[src/rtl/sirv_qspi_flash_rdseq_pkg.sv]
// Shared definitions for the QSPI flash read sequencer: state encoding,
// media-link format codes and the default frame length.
package sirv_qspi_flash_rdseq_pkg;

  typedef enum logic [2:0] {
    ST_IDLE  = 3'd0,
    ST_CMD   = 3'd1,
    ST_ADDR  = 3'd2,
    ST_DUMMY = 3'd3,
    ST_DATA  = 3'd4,
    ST_CLOSE = 3'd5
  } state_t;

  localparam logic [1:0] PROTO_SINGLE = 2'd0;
  localparam logic [1:0] PROTO_DUAL   = 2'd1;
  localparam logic [1:0] PROTO_QUAD   = 2'd2;

  localparam logic IODIR_RX = 1'b0;
  localparam logic IODIR_TX = 1'b1;

  localparam logic [7:0] FRAME_LEN = 8'd8;

endpackage

[src/rtl/sirv_qspi_flash_rdseq_if.sv]
// Request/response and media-link signals of the read sequencer.
// slave = the sequencer, master = requester plus media block.
interface sirv_qspi_flash_rdseq_if;
  logic        req_valid;
  logic        req_ready;
  logic [23:0] req_addr;
  logic [7:0]  req_len;
  logic        rsp_valid;
  logic        rsp_ready;
  logic [7:0]  rsp_data;
  logic        rsp_last;
  logic        busy;
  logic        link_tx_valid;
  logic        link_tx_ready;
  logic [7:0]  link_tx_bits;
  logic        link_rx_valid;
  logic [7:0]  link_rx_bits;
  logic [7:0]  link_cnt;
  logic [1:0]  link_fmt_proto;
  logic        link_fmt_endian;
  logic        link_fmt_iodir;
  logic        link_cs_set;
  logic        link_cs_clear;
  logic        link_cs_hold;
  logic        link_active;

  modport slave (
    input  req_valid, req_addr, req_len, rsp_ready,
           link_tx_ready, link_rx_valid, link_rx_bits, link_active,
    output req_ready, rsp_valid, rsp_data, rsp_last, busy,
           link_tx_valid, link_tx_bits, link_cnt, link_fmt_proto,
           link_fmt_endian, link_fmt_iodir, link_cs_set, link_cs_clear,
           link_cs_hold
  );

  modport master (
    output req_valid, req_addr, req_len, rsp_ready,
           link_tx_ready, link_rx_valid, link_rx_bits, link_active,
    input  req_ready, rsp_valid, rsp_data, rsp_last, busy,
           link_tx_valid, link_tx_bits, link_cnt, link_fmt_proto,
           link_fmt_endian, link_fmt_iodir, link_cs_set, link_cs_clear,
           link_cs_hold
  );
endinterface

[src/rtl/sirv_qspi_flash_rdseq.sv]
// QSPI flash read sequencer: CS open, command, 24-bit address, dummy and data
// frames, CS close; one frame in flight, data returned via a one-entry register.
module sirv_qspi_flash_rdseq
  import sirv_qspi_flash_rdseq_pkg::*;
#(
  parameter logic [7:0] RD_CMD      = 8'h03,
  parameter int         DUMMY_BYTES = 0
) (
  input logic                   clock,
  input logic                   reset,
  sirv_qspi_flash_rdseq_if.slave bus
);

  localparam logic [7:0] DUMMY_LAST = 8'(DUMMY_BYTES - 1);

  state_t      state, state_nxt;
  logic [23:0] addr_q;
  logic [7:0]  len_q;
  logic [7:0]  bcnt;
  logic        inflight;
  logic        inflight_data;
  logic        rsp_valid_q;
  logic        rsp_last_q;
  logic [7:0]  rsp_data_q;

  logic        in_xfer;
  logic        tx_valid;
  logic        tx_fire;
  logic        rx_fire;
  logic        rx_data;
  logic        req_ready;
  logic        req_fire;
  logic [7:0]  tx_bits;

  assign in_xfer   = (state == ST_CMD) || (state == ST_ADDR) ||
                     (state == ST_DUMMY) || (state == ST_DATA);
  assign tx_valid  = in_xfer & ~inflight & ~rsp_valid_q;
  assign req_ready = (state == ST_IDLE) & ~bus.link_active;
  assign req_fire  = bus.req_valid & req_ready;
  // rx wins over a coincident tx; an rx with nothing outstanding is ignored
  assign rx_fire   = bus.link_rx_valid & inflight;
  assign rx_data   = rx_fire & inflight_data;
  assign tx_fire   = tx_valid & bus.link_tx_ready & ~bus.link_rx_valid;

  always_comb begin
    state_nxt = state;
    tx_bits   = 8'h00;
    case (state)
      ST_IDLE:  if (req_fire) state_nxt = ST_CMD;
      ST_CMD: begin
        tx_bits = RD_CMD;
        if (tx_fire) state_nxt = ST_ADDR;
      end
      ST_ADDR: begin
        case (bcnt)
          8'd0:    tx_bits = addr_q[23:16];
          8'd1:    tx_bits = addr_q[15:8];
          default: tx_bits = addr_q[7:0];
        endcase
        if (tx_fire && bcnt == 8'd2)
          state_nxt = (DUMMY_BYTES > 0) ? ST_DUMMY : ST_DATA;
      end
      ST_DUMMY: if (tx_fire && bcnt == DUMMY_LAST) state_nxt = ST_DATA;
      ST_DATA:  if (rx_data && bcnt == len_q) state_nxt = ST_CLOSE;
      ST_CLOSE: if ((~rsp_valid_q | bus.rsp_ready) & ~bus.link_active)
                  state_nxt = ST_IDLE;
      default:  state_nxt = ST_IDLE;
    endcase
  end

  always_ff @(posedge clock) begin
    if (reset) begin
      state         <= ST_IDLE;
      addr_q        <= '0;
      len_q         <= '0;
      bcnt          <= '0;
      inflight      <= 1'b0;
      inflight_data <= 1'b0;
      rsp_valid_q   <= 1'b0;
      rsp_last_q    <= 1'b0;
      rsp_data_q    <= '0;
    end else begin
      state <= state_nxt;
      if (req_fire) begin
        addr_q <= bus.req_addr;
        len_q  <= bus.req_len;
      end
      // bcnt counts tx frames in header phases and rx bytes in DATA
      if (state_nxt != state)
        bcnt <= '0;
      else if (tx_fire && state != ST_DATA)
        bcnt <= bcnt + 8'd1;
      else if (rx_data)
        bcnt <= bcnt + 8'd1;
      // tag the outstanding frame so a late header rx never lands as data
      if (rx_fire) begin
        inflight      <= 1'b0;
        inflight_data <= 1'b0;
      end else if (tx_fire) begin
        inflight      <= 1'b1;
        inflight_data <= (state == ST_DATA);
      end
      if (rx_data) begin
        rsp_valid_q <= 1'b1;
        rsp_data_q  <= bus.link_rx_bits;
        rsp_last_q  <= (bcnt == len_q);
      end else if (rsp_valid_q && bus.rsp_ready) begin
        rsp_valid_q <= 1'b0;
      end
    end
  end

  assign bus.req_ready       = req_ready;
  assign bus.rsp_valid       = rsp_valid_q;
  assign bus.rsp_data        = rsp_data_q;
  assign bus.rsp_last        = rsp_last_q;
  assign bus.busy            = (state != ST_IDLE) | bus.link_active;
  assign bus.link_tx_valid   = tx_valid;
  assign bus.link_tx_bits    = tx_bits;
  assign bus.link_cnt        = FRAME_LEN;
  assign bus.link_fmt_proto  = PROTO_SINGLE;
  assign bus.link_fmt_endian = 1'b0;
  assign bus.link_fmt_iodir  = ((state == ST_CMD) || (state == ST_ADDR) ||
                                (state == ST_DUMMY)) ? IODIR_TX : IODIR_RX;
  assign bus.link_cs_set     = (state != ST_IDLE);
  assign bus.link_cs_clear   = (state == ST_CLOSE);
  assign bus.link_cs_hold    = in_xfer;

endmodule
[src/flat_wrapper.sv]
// flat-port wrapper written by rule: the top's interface ports become plain ports
module sirv_qspi_flash_rdseq_flat import sirv_qspi_flash_rdseq_pkg::*;
#(
  parameter logic [7:0] RD_CMD      = 8'h03,
  parameter int         DUMMY_BYTES = 0
)
  (clock, reset, bus_req_valid, bus_req_addr, bus_req_len, bus_rsp_ready, bus_link_tx_ready, bus_link_rx_valid, bus_link_rx_bits, bus_link_active, bus_req_ready, bus_rsp_valid, bus_rsp_data, bus_rsp_last, bus_busy, bus_link_tx_valid, bus_link_tx_bits, bus_link_cnt, bus_link_fmt_proto, bus_link_fmt_endian, bus_link_fmt_iodir, bus_link_cs_set, bus_link_cs_clear, bus_link_cs_hold);
  sirv_qspi_flash_rdseq_if bus_i ();
  input logic clock;
  input logic reset;
  input wire logic [$bits(bus_i.req_valid)-1:0] bus_req_valid;
  input wire logic [$bits(bus_i.req_addr)-1:0] bus_req_addr;
  input wire logic [$bits(bus_i.req_len)-1:0] bus_req_len;
  input wire logic [$bits(bus_i.rsp_ready)-1:0] bus_rsp_ready;
  input wire logic [$bits(bus_i.link_tx_ready)-1:0] bus_link_tx_ready;
  input wire logic [$bits(bus_i.link_rx_valid)-1:0] bus_link_rx_valid;
  input wire logic [$bits(bus_i.link_rx_bits)-1:0] bus_link_rx_bits;
  input wire logic [$bits(bus_i.link_active)-1:0] bus_link_active;
  output wire logic [$bits(bus_i.req_ready)-1:0] bus_req_ready;
  output wire logic [$bits(bus_i.rsp_valid)-1:0] bus_rsp_valid;
  output wire logic [$bits(bus_i.rsp_data)-1:0] bus_rsp_data;
  output wire logic [$bits(bus_i.rsp_last)-1:0] bus_rsp_last;
  output wire logic [$bits(bus_i.busy)-1:0] bus_busy;
  output wire logic [$bits(bus_i.link_tx_valid)-1:0] bus_link_tx_valid;
  output wire logic [$bits(bus_i.link_tx_bits)-1:0] bus_link_tx_bits;
  output wire logic [$bits(bus_i.link_cnt)-1:0] bus_link_cnt;
  output wire logic [$bits(bus_i.link_fmt_proto)-1:0] bus_link_fmt_proto;
  output wire logic [$bits(bus_i.link_fmt_endian)-1:0] bus_link_fmt_endian;
  output wire logic [$bits(bus_i.link_fmt_iodir)-1:0] bus_link_fmt_iodir;
  output wire logic [$bits(bus_i.link_cs_set)-1:0] bus_link_cs_set;
  output wire logic [$bits(bus_i.link_cs_clear)-1:0] bus_link_cs_clear;
  output wire logic [$bits(bus_i.link_cs_hold)-1:0] bus_link_cs_hold;
  assign bus_i.req_valid = bus_req_valid;
  assign bus_i.req_addr = bus_req_addr;
  assign bus_i.req_len = bus_req_len;
  assign bus_i.rsp_ready = bus_rsp_ready;
  assign bus_i.link_tx_ready = bus_link_tx_ready;
  assign bus_i.link_rx_valid = bus_link_rx_valid;
  assign bus_i.link_rx_bits = bus_link_rx_bits;
  assign bus_i.link_active = bus_link_active;
  assign bus_req_ready = bus_i.req_ready;
  assign bus_rsp_valid = bus_i.rsp_valid;
  assign bus_rsp_data = bus_i.rsp_data;
  assign bus_rsp_last = bus_i.rsp_last;
  assign bus_busy = bus_i.busy;
  assign bus_link_tx_valid = bus_i.link_tx_valid;
  assign bus_link_tx_bits = bus_i.link_tx_bits;
  assign bus_link_cnt = bus_i.link_cnt;
  assign bus_link_fmt_proto = bus_i.link_fmt_proto;
  assign bus_link_fmt_endian = bus_i.link_fmt_endian;
  assign bus_link_fmt_iodir = bus_i.link_fmt_iodir;
  assign bus_link_cs_set = bus_i.link_cs_set;
  assign bus_link_cs_clear = bus_i.link_cs_clear;
  assign bus_link_cs_hold = bus_i.link_cs_hold;
  sirv_qspi_flash_rdseq #(.RD_CMD(RD_CMD), .DUMMY_BYTES(DUMMY_BYTES)) u_core (.clock(clock), .reset(reset), .bus(bus_i));
endmodule
[config.mk]
export PLATFORM = sky130hd
export DESIGN_NAME = sirv_qspi_flash_rdseq_flat
export DESIGN_NICKNAME = d
export VERILOG_FILES = /design/src/rtl/sirv_qspi_flash_rdseq_pkg.sv /design/src/rtl/sirv_qspi_flash_rdseq_if.sv /design/src/rtl/sirv_qspi_flash_rdseq.sv /design/src/flat_wrapper.sv
export SDC_FILE = /design/constraint.sdc
export NUM_CORES = 1
export LEC_CHECK = 0
export ABC_AREA = 0
export CORE_UTILIZATION = 40
export DETAILED_ROUTE_END_ITERATION = 16
export GPL_ROUTABILITY_DRIVEN = 0
export GPL_TIMING_DRIVEN = 0
export HOLD_SLACK_MARGIN = 0.05
export PLACE_DENSITY = 0.76
export SYNTH_ARGS = -nofsm -noshare
export SYNTH_HDL_FRONTEND = slang
export SYNTH_SLANG_ARGS = --single-unit
[constraint.sdc]
create_clock -name clock -period 3.84 [get_ports clock]
set_clock_uncertainty 0.05 [all_clocks]
set_input_delay 0.384 -clock clock [delete_from_list [all_inputs] [get_ports clock]]
set_output_delay 0.384 -clock clock [all_outputs]
set_load 0.005 [all_outputs]
==> impl_metrics.env <==
export IMPL_outcome="finished, final reports clean"
export IMPL_crit_family="buffers and inverters"
export IMPL_muxShareOfSynthArea_pct=0
export IMPL_ctsHoldBuffers=0
export IMPL_numCtsBuffers=5
export IMPL_fill_cells=595
export IMPL_power_frac_comb_pct=18.9
export IMPL_design_area_um2=3570
export IMPL_dpl_cell_area_um2=3470
export IMPL_clk_latency_ns=0.31
export IMPL_grt_pass1_wl_um=10900
export IMPL_ctsResizeCount=0
export IMPL_hold_violations=0
export IMPL_p_int_uw=842
export IMPL_fmax_mhz=315
export IMPL_leakage_nw=1.31
export IMPL_clk_path_buf_depth=2
export IMPL_timing_final_ws_setup_ns=0.669
export IMPL_grt_max_degree=19
export IMPL_r2r_cells=5
export IMPL_rsz0062_at_grt="false"
export IMPL_track_usage_pct=19.3
export IMPL_rows=29
export IMPL_period_share_pct=82.6
export IMPL_port_buffer_count=71
export IMPL_hp_start="u_core.bus.rsp_data[4]"
export IMPL_synth_compound_area_share_pct=19.2
export IMPL_start_kind="flip-flop"
export IMPL_hpwl_um=4870
export IMPL_synthAdderAreaFrac_pct=1.90
export IMPL_ys_seq_elements=55
export IMPL_die_h_um=83.1
export IMPL_num_vias=2555
export IMPL_rr_endpoint="u_core.bcnt[5]"
export IMPL_grt_ovfl_total=0
export IMPL_synth_xor_area_share_pct=5.32
export IMPL_synthArstFlopShare_pct=0
export IMPL_synth_cells=340
export IMPL_crit_path_top_delay_cell="clkdlybuf4s50_1"
export IMPL_holdPathStages=2
export IMPL_critical_path_cell_chain="inv_1 > ha_1 > buf_1 > o21ai_1 > a22oi_1 > o22ai_1 > clkdlybuf4s50_1"
export IMPL_worstSetupPathType="flip-flop to output port"
export IMPL_drive_above_1_share_pct=6.78
export IMPL_yosysUniqueCellTypes=41
export IMPL_start_util_pct=41.5
export IMPL_synth_seq_area_share_pct=41.8
export IMPL_htreeDepth=2
export IMPL_drc=0
export IMPL_syn_avg_cell_area_um2=7.74
export IMPL_worst_pin_slew_ns=0.937
export IMPL_cts_root_buffer="clkbuf_8"
export IMPL_reg2reg_slack_ns=1.68
export IMPL_ys_flop_type="dfxtp_1"
export IMPL_ant_nets=0
export IMPL_power_frac_seq_pct=52.4
export IMPL_cp_max_fo=9
export IMPL_cts_setup_buffers=0
export IMPL_core_um2=6350
export IMPL_dieArea_um2=6910
export IMPL_die_width_um=83.1
export IMPL_finalCriticalPeriod_ns=3.17
export IMPL_maxCapViolCount=0
export IMPL_vias_per_cell=5.06
export IMPL_path_buf_inv=3
export IMPL_drv_slew=0
export IMPL_clkPwrFrac_pct=28.7
export IMPL_slew_headroom_pct=36.6
export IMPL_peakVddDrop_mv=0.171
export IMPL_cts_tree="done"
export IMPL_drt_total_wl_um=6420
export IMPL_required_ns=3.41
export IMPL_fin_nets=478
export IMPL_fin_tns_setup_ns=0
export IMPL_netlist_area_um2=2630
export IMPL_swShare_pct=27.5
export IMPL_yosysWarnings=0
export IMPL_critPathCaptureType="output port"
export IMPL_grt_antenna_before_repair=0
export IMPL_dpl_worst_slack_ns=1.04
export IMPL_synth_edf_count=0
export IMPL_cp_arrival_ns=2.74
export IMPL_worstReg2RegStart="u_core.inflight"
export IMPL_synth_top_family_by_area="simple AND/OR/NAND/NOR gates"
export IMPL_area_delta_synth_final_pct=35.5
export IMPL_setup_viol=0
export IMPL_p_sw_uw=319
export IMPL_cts_sinks=55
export IMPL_power_density_nw_per_um2=326
export IMPL_clk_pin_slew_ns=0.10
export IMPL_hp_class="flip-flop to flip-flop"
export IMPL_synth_simple_area_share_pct=23.6
export IMPL_wl_per_cell_um=12.7
export IMPL_hold_end="u_core.bus.rsp_data[4]"
export IMPL_ioPinCount=83
export IMPL_dr_pass1_iters=4
export IMPL_cpPeakStageDelay_ns=0.53
export IMPL_drt_iter0_markers=95
export IMPL_grt_pass1_vias=2376
export IMPL_diodes=0
## placed cells by master, fill, tap and decap left out, types with 2 or more instances in the layout
| cell | netlist | routed |
|---|---|---|
| buf_4 | 11 | 11 |
| nor4_1 | 3 | 3 |
| xor2_1 | 8 | 8 |
| inv_1 | 7 | 7 |
| nand4_1 | 6 | 6 |
| buf_1 | 2 | 2 |
| nor2_1 | 23 | 23 |
| buf_2 | 7 | 7 |
| a22oi_1 | 9 | 9 |
| ha_1 | 4 | 4 |
| clkdlybuf4s50_1 | 0 | 71 |
| conb_1 | 2 | 11 |
| and2_1 | 2 | 2 |
| clkbuf_1 | 13 | 13 |
| o21ai_0 | 6 | 6 |
| a21oi_1 | 46 | 46 |
| nand2b_1 | 2 | 2 |
| o22ai_1 | 2 | 2 |
| and3_1 | 5 | 5 |
| nand3_1 | 4 | 4 |
| a311oi_1 | 2 | 2 |
| nor2b_1 | 3 | 3 |
| dfxtp_1 | 55 | 55 |
| nand2_1 | 84 | 84 |
| clkbuf_8 | 0 | 5 |
| xnor2_1 | 8 | 8 |
| nor3_1 | 3 | 3 |
| a22o_1 | 8 | 8 |
## layer usage
| layer | track usage (%) | part of all wire (%) | vias up |
|---|---|---|---|
| li1 | - | - | 1299 |
| met1 | 24.8 | 47 | 1158 |
| met2 | 31.6 | 45 | 85 |
| met3 | 3.98 | 5.5 | 13 |
| met4 | 7.68 | 2.6 | 0 |
| met5 | 0 | 0 | - |
## final cells by class
type	instances	area (um^2)	share of cell area, %
tap	77	96.3	2.70
buffer	34	179	5.02
clock inverter	3	23.8	0.667
clock buffer	5	68.8	1.93
multi-input combinational	253	1360	38.1
timing repair buffer	71	711	19.9
sequential	55	1100	30.9
inverter	7	26.3	0.737
## power groups by stage
| stage | clock (mW) | sequential (mW) | combinational, mW |
|---|---|---|---|
| after global placement | 0 | 0.620 | 0.216 |
| final | 0.334 | 0.608 | 0.219 |
| after detailed placement | 0 | 0.621 | 0.219 |
| after global routing | 0.362 | 0.611 | 0.242 |
| after floorplan | 0 | 0.617 | 0.117 |
| after CTS | 0.340 | 0.608 | 0.220 |
## Yosys cell counts (3+ instances only)
library cell | number | area (um^2)
clkbuf_1 | 13 | 48.8
xor2_1 | 8 | 70.1
nand2_1 | 84 | 315
a22o_1 | 8 | 70.1
buf_2 | 7 | 35.0
nand4_1 | 6 | 37.5
a21oi_1 | 46 | 230
nor3_1 | 3 | 15.0
o21ai_0 | 6 | 30.0
dfxtp_1 | 55 | 1100
and3_1 | 5 | 31.3
buf_4 | 11 | 82.6
ha_1 | 4 | 50.1
a22oi_1 | 9 | 67.6
nand3_1 | 4 | 20.0
inv_1 | 7 | 26.3
nor4_1 | 3 | 18.8
nor2_1 | 23 | 86.3
xnor2_1 | 8 | 70.1
nor2b_1 | 3 | 18.8
## kinds of logic after synthesis
family,count (synthesis)
AOI/OAI and AO/OA,81
xor gates and xnor gates,16
adders and majority gates,4
buffers and inverters,41
DFF,55
other,2
and+or+nand+nor,141
## flip-flops by register name, indices dropped and copies added, names as in the netlist
name / cells
u_core.addr_q: 24
u_core.bcnt: 8
u_core.bus.rsp_data: 8
u_core.bus.rsp_last: 1
u_core.bus.rsp_valid: 1
u_core.inflight: 1
u_core.inflight_data: 1
u_core.len_q: 8
u_core.state: 3
## through the flow
stage | power (mW) | instances | utilization (%) | hold WS (ns)
global route | 1.21 | 505 | 56.2 | 0.430
finish | 1.16 | 505 | 56.2 | 0.409
detailed placement | 0.840 | 497 | 54.7 | 0.398
global placement | 0.836 | 497 | 54.7 | 0.392
CTS | 1.17 | 505 | 56.2 | 0.412
floorplan | 0.734 | 349 | - | 0.386
## tightest hold or removal path: cells and delay by family (launching register included)
family,cells,cell delay (ns)
and+or+nand+nor,1,0.05
DFF,1,0.32
AOI/OAI and AO/OA,1,0.05
## worst max path at each step
stage	startpoint	end	slack [ns]	depth (start not counted)
floorplan	u_core.bcnt[0]	bus_link_tx_bits[0]	1.88	6
global placement	u_core.bcnt[0]	bus_link_tx_bits[0]	1.04	7
detailed placement	u_core.bcnt[0]	bus_link_tx_bits[0]	1.04	7
CTS	u_core.bcnt[0]	bus_link_tx_bits[0]	0.69	7
global route	u_core.bcnt[0]	bus_link_tx_bits[0]	0.42	7
finish	u_core.bcnt[0]	bus_link_tx_bits[0]	0.67	7
No activity file was read; power rests on OpenSTA's default activity.
